<file path="src/rtl/spi_controller.sv">
// SPI mode-0 write controller: one 16-bit MSB-first frame {rw, addr[6:0], data[7:0]} per request.
// Optional address range check enabled by defining SPI_CTRL_ADDR_CHECK_EN.
`timescale 1ns/1ps
module spi_controller #(
   parameter int unsigned CLK_DIV    = 4,
   parameter int unsigned GAP_CYCLES = 8,
   parameter int unsigned MAX_ADDR   = 4
) (
   input  logic       clk_i,
   input  logic       rst_ni,
   input  logic       req_valid_i,
   output logic       req_ready_o,
   input  logic       req_rw_i,
   input  logic [6:0] req_addr_i,
   input  logic [7:0] req_data_i,
   output logic       busy_o,
   output logic       done_o,
   output logic       err_o,
   output logic       ncs_o,
   output logic       sclk_o,
   output logic       copi_o
);

   typedef enum logic [2:0] {StIdle, StLow, StHigh, StHold, StGap} state_e;

   localparam logic [7:0] DivLoad = 8'(CLK_DIV - 1);
   localparam logic [7:0] GapLoad = 8'(GAP_CYCLES - 1);

   state_e      state_q;
   logic [7:0]  div_q;
   logic [4:0]  bit_cnt_q;
   logic [15:0] shift_q;
   logic        ncs_q;
   logic        sclk_q;
   logic        done_q;
   logic        err_q;
   logic        addr_bad;

`ifdef SPI_CTRL_ADDR_CHECK_EN
   assign addr_bad = ({25'd0, req_addr_i} > MAX_ADDR);
`else
   assign addr_bad = 1'b0;
`endif

   always_ff @(posedge clk_i or negedge rst_ni) begin
      if (!rst_ni) begin
         state_q   <= StIdle;
         div_q     <= 8'd0;
         bit_cnt_q <= 5'd0;
         shift_q   <= 16'd0;
         ncs_q     <= 1'b1;
         sclk_q    <= 1'b0;
         done_q    <= 1'b0;
         err_q     <= 1'b0;
      end else begin
         done_q <= 1'b0;
         err_q  <= 1'b0;
         unique case (state_q)
            StIdle: begin
               if (req_valid_i) begin
                  if (addr_bad) begin
                     err_q <= 1'b1;
                  end else begin
                     shift_q   <= {req_rw_i, req_addr_i, req_data_i};
                     bit_cnt_q <= 5'd0;
                     div_q     <= DivLoad;
                     ncs_q     <= 1'b0;
                     sclk_q    <= 1'b0;
                     state_q   <= StLow;
                  end
               end
            end
            StLow: begin
               if (div_q == 8'd0) begin
                  div_q   <= DivLoad;
                  sclk_q  <= 1'b1;
                  state_q <= StHigh;
               end else begin
                  div_q <= div_q - 8'd1;
               end
            end
            StHigh: begin
               if (div_q == 8'd0) begin
                  div_q     <= DivLoad;
                  sclk_q    <= 1'b0;
                  bit_cnt_q <= bit_cnt_q + 5'd1;
                  // Last bit is not shifted out so COPI keeps it through HOLD.
                  if (bit_cnt_q == 5'd15) begin
                     state_q <= StHold;
                  end else begin
                     shift_q <= {shift_q[14:0], 1'b0};
                     state_q <= StLow;
                  end
               end else begin
                  div_q <= div_q - 8'd1;
               end
            end
            StHold: begin
               if (div_q == 8'd0) begin
                  div_q   <= GapLoad;
                  ncs_q   <= 1'b1;
                  done_q  <= 1'b1;
                  shift_q <= 16'd0;
                  state_q <= StGap;
               end else begin
                  div_q <= div_q - 8'd1;
               end
            end
            StGap: begin
               if (div_q == 8'd0) begin
                  state_q <= StIdle;
               end else begin
                  div_q <= div_q - 8'd1;
               end
            end
            default: state_q <= StIdle;
         endcase
      end
   end

   assign req_ready_o = (state_q == StIdle);
   assign busy_o      = (state_q != StIdle);
   assign done_o      = done_q;
   assign err_o       = err_q;
   assign ncs_o       = ncs_q;
   assign sclk_o      = sclk_q;
   assign copi_o      = shift_q[15];

endmodule

</file>
<file path="config.mk">
export PLATFORM = sky130hd
export DESIGN_NAME = spi_controller
export DESIGN_NICKNAME = d
export VERILOG_FILES = /design/src/rtl/spi_controller.sv
export SDC_FILE = /design/constraint.sdc
export NUM_CORES = 1
export LEC_CHECK = 0
export ABC_AREA = 1
export BUFFER_PORTS_ARGS = -buffer_cell sky130_fd_sc_hd__buf_4
export CAP_MARGIN = 20
export CORE_UTILIZATION = 62
export CTS_BUF_LIST = sky130_fd_sc_hd__clkbuf_16
export DETAILED_ROUTE_END_ITERATION = 7
export GPL_ROUTABILITY_DRIVEN = 0
export PLACE_DENSITY = 0.84
export SKIP_LAST_GASP = 1
export SLEW_MARGIN = 20
export SYNTH_ARGS = -nofsm -noshare
export SYNTH_HDL_FRONTEND = slang
export SYNTH_SLANG_ARGS = --single-unit
</file>
<file path="constraint.sdc">
create_clock -name clk_i -period 2.6 [get_ports clk_i]
set_input_delay 0 -clock clk_i [delete_from_list [all_inputs] [get_ports clk_i]]
set_output_delay 0 -clock clk_i [all_outputs]
set_load 0.02 [all_outputs]
</file>
* After elaboration in Yosys (flattened, before gate mapping)
Cells that the tools add are included.
** Cells by class
- Eq/ne operators :: 12
- $add $sub $neg :: 2
- Muxes and demuxes :: 27
- Reduce and logical (&&, ||, !) cells :: 15
** Operators by type and width (count)
- $mux 16 :: 4
- $pmux 16 s3 :: 1
- $mux 8 :: 4
- $pmux 8 s4 :: 1
- $mux 3 :: 5
- $pmux 3 s5 :: 1
- $ne 2x2->1 const B :: 7
- $mux 5 :: 2
- $pmux 5 s2 :: 1
- $reduce_and 5->1 :: 2
- $reduce_and 3->1 :: 3
- $reduce_bool 3->1 :: 3
- $logic_not 8->1 :: 1
- $sub 8x1->8 const B :: 1
- $eq 3x2->1 const B :: 2
- $add 5x1->5 const B :: 1
- $eq 5x4->1 const B :: 1
- $mux 1 :: 5
- $reduce_and 4->1 :: 1
- $reduce_bool 2->1 :: 2
- $reduce_bool 4->1 :: 1
- $eq 3x1->1 const B :: 1
- $eq 3x3->1 const B :: 1
- $logic_not 3->1 :: 1
- other kinds (4) :: 4
** Storage, ports and cells
- Flip-flop bits (word level) :: 35
- Logic and storage cells :: 63

* Longest topological paths before layout
Gate-level depths: netlist (run 1).
- Word-level depth :: 4
- Mapped depth :: 10
- Mapped depth without buffers :: 9

* Worst setup path before layout (run 1)
OpenSTA, ideal clock, no wires.
- Kind :: register to register
- Start point :: register bit_cnt_q[0]
- End point :: register shift_q[15]
- Arrival :: 1446 ps
- Path slack :: 1031 ps
- Buffers on the path :: 1
- Clock period less this slack :: 1569 ps
- Cell stages (with the launch flop) :: 10
- Required time :: 2477 ps
- Path through :: dfrtp_1 -> ha_1 -> nand2_1 -> nor2_1 -> ha_1 -> a21oi_4 -> nand3_4 -> buf_6 -> nand2_2 -> o21ai_2
** On the way
- Word-level cells in the longest chain between the ends :: 3
** RTL lines
- start: declaration :: RTL line 31 : logic [4:0] bit_cnt_q;
- start signal: assignment :: RTL line 86 : bit_cnt_q <= bit_cnt_q + 5'd1;
- $eq 5x4->1 :: RTL line 88 : if (bit_cnt_q == 5'd15) begin
- $ne 2x2->1 (no source line)
- $reduce_and 5->1 (no source line)
- end signal: assignment :: RTL line 64 : shift_q <= {req_rw_i, req_addr_i, req_data_i};
- end signal: assignment :: RTL line 91 : shift_q <= {shift_q[14:0], 1'b0};
- end: declaration :: RTL line 32 : logic [15:0] shift_q;
No other way between the ends.
A chain may end at the register's enable or synchronous reset.

* Final worst setup path (run 1)
- Start point :: register bit_cnt_q[0]
- End point :: register shift_q[1]
Same word-level chain as after synthesis.

==> flow_metrics.tcl, run 1 <==
set metrics [dict create \
    min_period_ns 2.00 \
    cts.sinks 35 \
    cp-startpoint "bit_cnt_q[0]" \
    drive_gt1_frac 0.326 \
    synth_warnings 0 \
    detail-route-antenna-nets 0 \
    synthCells 240 \
    rsz0062_at_grt "no" \
    synthesis.nets 263 \
    n_antenna_cell 0 \
    via_count 1740 \
    grt-ovfl-total 0 \
    outcome "finished clean" \
    postLayoutCoreUtil 0.786 \
    die_area_um2 3610 \
    syn_area_um2 2090 \
    maxCapViolCount 0 \
    viasPerCell 5.59 \
    startpoint_type "flop" \
    setup_tns_ns 0 \
    grt_max_degree 36 \
    relSlewSlack 0.638 \
    rows 20 \
    start_util 0.669 \
    fillCellCount 210 \
    dieWidth_um 60.1 \
    fin_skew_ns 0.00553 \
    irDropWorstVdd_v 0.000387 \
    total_leakage_power_nw 1.22 \
    synthArstFlopShare 1.00 \
    drt_wl_total_um 4370 \
    hold_violations 0 \
    io_buffers 24 \
    max_freq_mhz 501 \
    slew_viol_final 0 \
    cts_resized 0 \
    cts_root_buf "clkbuf_16" \
    io_pins 26 \
    tritoncts "done" \
    die_h_um 60.1 \
    grt_pass1_vias 1554 \
    crit_type "flop to flop" \
    end_kind "flop" \
    cp_max_fo 32 \
    crit_arrival_ns 2.15 \
    syn_area_per_cell_um2 8.72 \
    synth_edf_count 0 \
    fin_crit_sh 0.768 \
    synthToLayoutAreaGrowth_pct 17.5 \
    drcViolationCount 0 \
    gr-usage-all-layers 0.269 \
    antenna_found_initial 0 \
    drtPass1Iterations 5 \
    wl_per_cell_um 14.1 \
    reg2reg_from "bit_cnt_q[0]" \
    reg2reg_slack_ns 0.60 \
    final_common_cell "nand2_1" \
    synthFlopType "dfrtp_1" \
    cts.clk_slew.worst_paths_ns 0.06 \
    insertion_delay_ns 0.28 \
    core_um2 3130 \
    numCtsBuffers 5 \
    worst_slew_pin_slew_ns 0.542 \
    cp_data_required_time_ns 2.75 \
    ys_ff_latch 35 \
    hold_start "req_data_i[7]" \
    first_iter_violations 165 \
    p_per_area_nw_per_um2 517 \
    grt_pass1_wl_um 7070 \
    final_cell_mix "43 x nand2_1, 34 x dfrtp_1, 24 x buf_4" \
    setup_viol 0 \
    final_nets 289 \
    hold_path_class "primary input to flop" \
    ys_types 36 \
    dpl.hpwl_um 2890 \
    synth-seq-area-share 0.419 \
    htree_levels 2 \
    cts_buffer_depth 2 \
]
cells in the mapped netlist, drive strengths merged, types with 4 or more instances:
master  instances  share of area
nor2           20          0.044
buf             7          0.033
inv            29          0.052
a21oi           6          0.025
nand2          63           0.14
o21ai          27          0.095
ha              4          0.024
dfrtp          34           0.41
nand4          10          0.030
a22oi          15          0.054
nand3          12          0.043
final timing paths:
| check | endpoint | cells after the start |
|---|---|---|
| max | shift_q[1] | 8 |
| min | shift_q[7] | 3 |
| max reg2reg | shift_q[1] | 8 |
| min reg2reg | shift_q[13] | 2 |
| max in group asynchronous | ncs_o | 2 |
| min in group asynchronous | div_q[5] | 2 |
flip-flops by register name (all words and copies together) (netlist names):
name,flops
shift_q,16
sclk_o,1
bit_cnt_q,5
state_q,3
ncs_o,1
done_o,1
div_q,8
metal layers:
metal,GRT usage,wire [um],up-vias
met1,0.390,2050,819
met4,0.0831,86,0
li1,-,-,849
met2,0.399,1990,61
met5,0,0,-
met3,0.0606,243,11
cell families (layout without fill, tap and decap cells):
logic type / Yosys count / in the layout / synth area share
compound gates: 51 / 51 / 0.185
xor+xnor: 2 / 2 / 0.00837
fa+ha+maj: 4 / 4 / 0.0239
buf+inv: 37 / 64 / 0.0867
flops: 35 / 35 / 0.419
mux: 1 / 1 / 0.00478
other cells: 1 / 1 / 0.00179
simple gates: 109 / 109 / 0.271
repair_timing:
action	4_1_cts	5_1_grt
hold endpoints to repair	36	0
hold buffers	3	0
buffers inserted	0	0
through the flow:
step | instances | setup WS [ns] | area (um2) | power [mW] | hold WS, ns
2_1_floorplan | 240 | 1.03 | 2090 | 0.558 | -0.296
3_3_place_gp | 300 | 0.691 | 2260 | 0.590 | -0.0215
3_5_place_dp | 300 | 0.638 | 2260 | 0.590 | -0.0240
4_1_cts | 311 | 0.601 | 2460 | 1.28 | 0.0310
5_1_grt | 311 | 0.496 | 2460 | 1.30 | 0.0349
6_report | 311 | 0.603 | 2460 | 1.27 | 0.0284
area by class of cell:
type / count / area (um2) / area share
timing repair buffer: 27 / 210 / 0.0855
multi-input combinational: 168 / 1030 / 0.421
sequential: 35 / 877 / 0.357
tap: 44 / 55.1 / 0.0224
clock buffer: 5 / 125 / 0.0509
clock inverter: 3 / 47.5 / 0.0193
inverter: 29 / 109 / 0.0443
power breakdown:
group / switching [mW] / internal, mW
combinational: 0.0175 / 0.0202
clock: 0.232 / 0.457
sequential: 0 / 0.545
worst max-delay path: stages (launching register included):
cell and delay (ns):
dfrtp_1 0.41, ha_1 0.23, nand2_1 0.09, nor2_1 0.04
ha_1 0.21, a21oi_4 0.17, nand3_4 0.41, nand2_1 0.23
o21ai_2 0.07
(Power assumes the default switching activity.)
==> run 2: changes to the inputs <==
- CORE_UTILIZATION: 62 -> 57
- PLACE_DENSITY: 0.84 -> 0.79
- clock period: 2.6 -> 1.9 ns (I/O delays scaled with it)
==> run 2 against run 1 <==
  * Maximum frequency up 16%
  * Clock skew down 0.00055 ns
  * Design area up 0.10%
  * Sequential power increased by 37%
  * Combinational power rose by 34%
  * Power up 23%
  * Largest power group unchanged
  * Count of clock-buffer cells in the layout unchanged
  * Core utilization shrank 6.5 points
  * Global-route usage decreased by 3.1 points
  * Sequential cell count is the same
  * Highest routed layer unchanged
==> flow_metrics.tcl, run 2 (synthesis results as in run 1) <==
set metrics [dict create \
    outcome "finished clean" \
    use_met2 0.374 \
    n_antenna_cell 0 \
    setup_viol 0 \
    tritoncts "done" \
    cp_data_required_time_ns 2.06 \
    max_freq_mhz 579 \
    dpl.hpwl_um 2940 \
    grt_max_degree 36 \
    antenna_found_initial 0 \
    hold_path_class "primary input to flop" \
    slowest_stage "dfrtp_1" \
    drt_wl_total_um 4170 \
    placed_cells 305 \
    fin_cells 316 \
    final_cell_area_um2 2460 \
    fin_crit_sh 0.910 \
    grt_pass1_vias 1630 \
    regArea_um2 877 \
    gr-usage-all-layers 0.238 \
    post_cts_buffers 0 \
    path_cells "ha_1, nand2_1, nor2_1, ha_1, a21oi_4, nand3_4, buf_12, nand2_2, o21ai_2" \
    final_cell_mix "43 x nand2_1, 34 x dfrtp_1, 26 x buf_4" \
    cts_buffer_depth 2 \
    p_per_area_nw_per_um2 633 \
    start_util 0.613 \
    htree_levels 2 \
    dpl_cell_area_um2 2290 \
    dieWidth_um 62.6 \
    setup_tns_ns 0 \
    fin_skew_ns 0.00498 \
    p_total_mw 1.56 \
    crit_arrival_ns 1.89 \
    end_kind "flop" \
    io_buffers 24 \
    top_regs "shift_q: 16 flops, div_q: 8 flops, bit_cnt_q: 5 flops" \
    total_leakage_power_nw 1.23 \
    crit_buf_inv 1 \
    slew_viol_final 0 \
    die_area_um2 3920 \
    p_int_mw 1.25 \
    io_pins 26 \
    crit_type "flop to flop" \
    irDropWorstVdd_v 0.000469 \
    cp_max_fo 29 \
    drcViolationCount 0 \
    p_comb_frac 0.032 \
    core_um2 3420 \
    maxCapViolCount 0 \
    power_switching_mw 0.312 \
    numCtsBuffers 5 \
    grt-ovfl-total 0 \
    viasPerCell 5.49 \
    met3_usage 0.0748 \
    fillCellCount 257 \
    cpLargestDelayFamily "adder cells" \
    cts.sinks 35 \
    first_iter_violations 131 \
    final_nets 292 \
    multi_input_area_um2 1030 \
    cts.clk_slew.worst_paths_ns 0.05 \
    insertion_delay_ns 0.27 \
    final_common_cell "nand2_1" \
    grt_pass1_wl_um 7150 \
    max_flop_register "shift_q" \
    swShare 0.200 \
    synthToLayoutAreaGrowth_pct 17.6 \
    startpoint_type "flop" \
    detail-route-antenna-nets 0 \
    pwr-share-seq 0.479 \
    hold_violations 0 \
    grt_busiest_layer "met2" \
    die_h_um 62.6 \
    wl_per_cell_um 13.2 \
    cts_root_buf "clkbuf_16" \
    cp_common_cell "ha_1" \
    pwr-share-clk 0.489 \
    largest_register_ff_count 16 \
    rows 21 \
    cp_slowest_stage_delay_ns 0.40 \
    via_count 1735 \
    drtPass1Iterations 4 \
    rsz0062_at_grt "no" \
    min_period_ns 1.73 \
    drive_gt1_frac 0.326 \
    met1_usage 0.309 \
]
## run 2: cell count changes in the layout (fill, tap and decap cells not counted), sizes merged
cell / change
buf: +3
inv: +1
bufinv: -1
## run 2: through the flow
step                      setup slack [ns]  utilization  hold slack [ns]
after floorplan                      0.331            -           -0.296
after global placement               0.243        0.671          -0.0206
after detailed placement             0.205        0.671          -0.0173
after CTS                            0.178        0.721           0.0343
after global routing                0.0563        0.721           0.0389
final                                0.172        0.721           0.0383
## run 2: tightest hold or removal path, stage by stage
cell     delay, ns
buf_4         0.08
a22oi_1       0.08
o21ai_2       0.12
## run 2: final cells by class
class / count / area share
clock inverters: 3 / 0.00508
inverters: 29 / 0.0442
clock buffers: 5 / 0.0508
repair buffers: 30 / 0.0996
multi-input cells: 168 / 0.420
flip-flops and latches: 35 / 0.356
well taps: 46 / 0.0234
## run 2: final timing paths
kind	startpoint	endpoint	slack [ns]	cells after the start
max in group asynchronous	rst_ni	ncs_o	1.34	2
setup reg to reg	bit_cnt_q[0]	shift_q[3]	0.17	9
min in group asynchronous	rst_ni	bit_cnt_q[1]	0.22	2
hold reg to reg	shift_q[6]	shift_q[6]	0.49	2
hold / removal	req_rw_i	shift_q[15]	0.04	3
setup / recovery	bit_cnt_q[0]	shift_q[3]	0.17	9
## run 2: per-layer routing
| layer | part of all wire | wire [um] | vias to the layer above |
|---|---|---|---|
| met2 | 0.46 | 1910 | 52 |
| met3 | 0.063 | 263 | 4 |
| met4 | 0.0086 | 36 | 0 |
| met1 | 0.47 | 1960 | 826 |
| li1 | - | - | 853 |
| met5 | 0 | 0 | - |
## run 2: what timing repair did
| item | CTS | global route |
|---|---|---|
| hold buffers | 3 | 0 |
| hold endpoints to repair | 36 | 0 |
| gates resized for setup | 0 | 0 |
## run 2: power groups by stage
stage                     Clock [mW]  Combinational [mW]  Sequential (mW)
after floorplan                    0             0.00458            0.759
after global placement             0              0.0470            0.759
final                          0.762              0.0505            0.746
after global routing           0.810              0.0566            0.746
after CTS                      0.773              0.0520            0.746
after detailed placement           0              0.0471            0.759
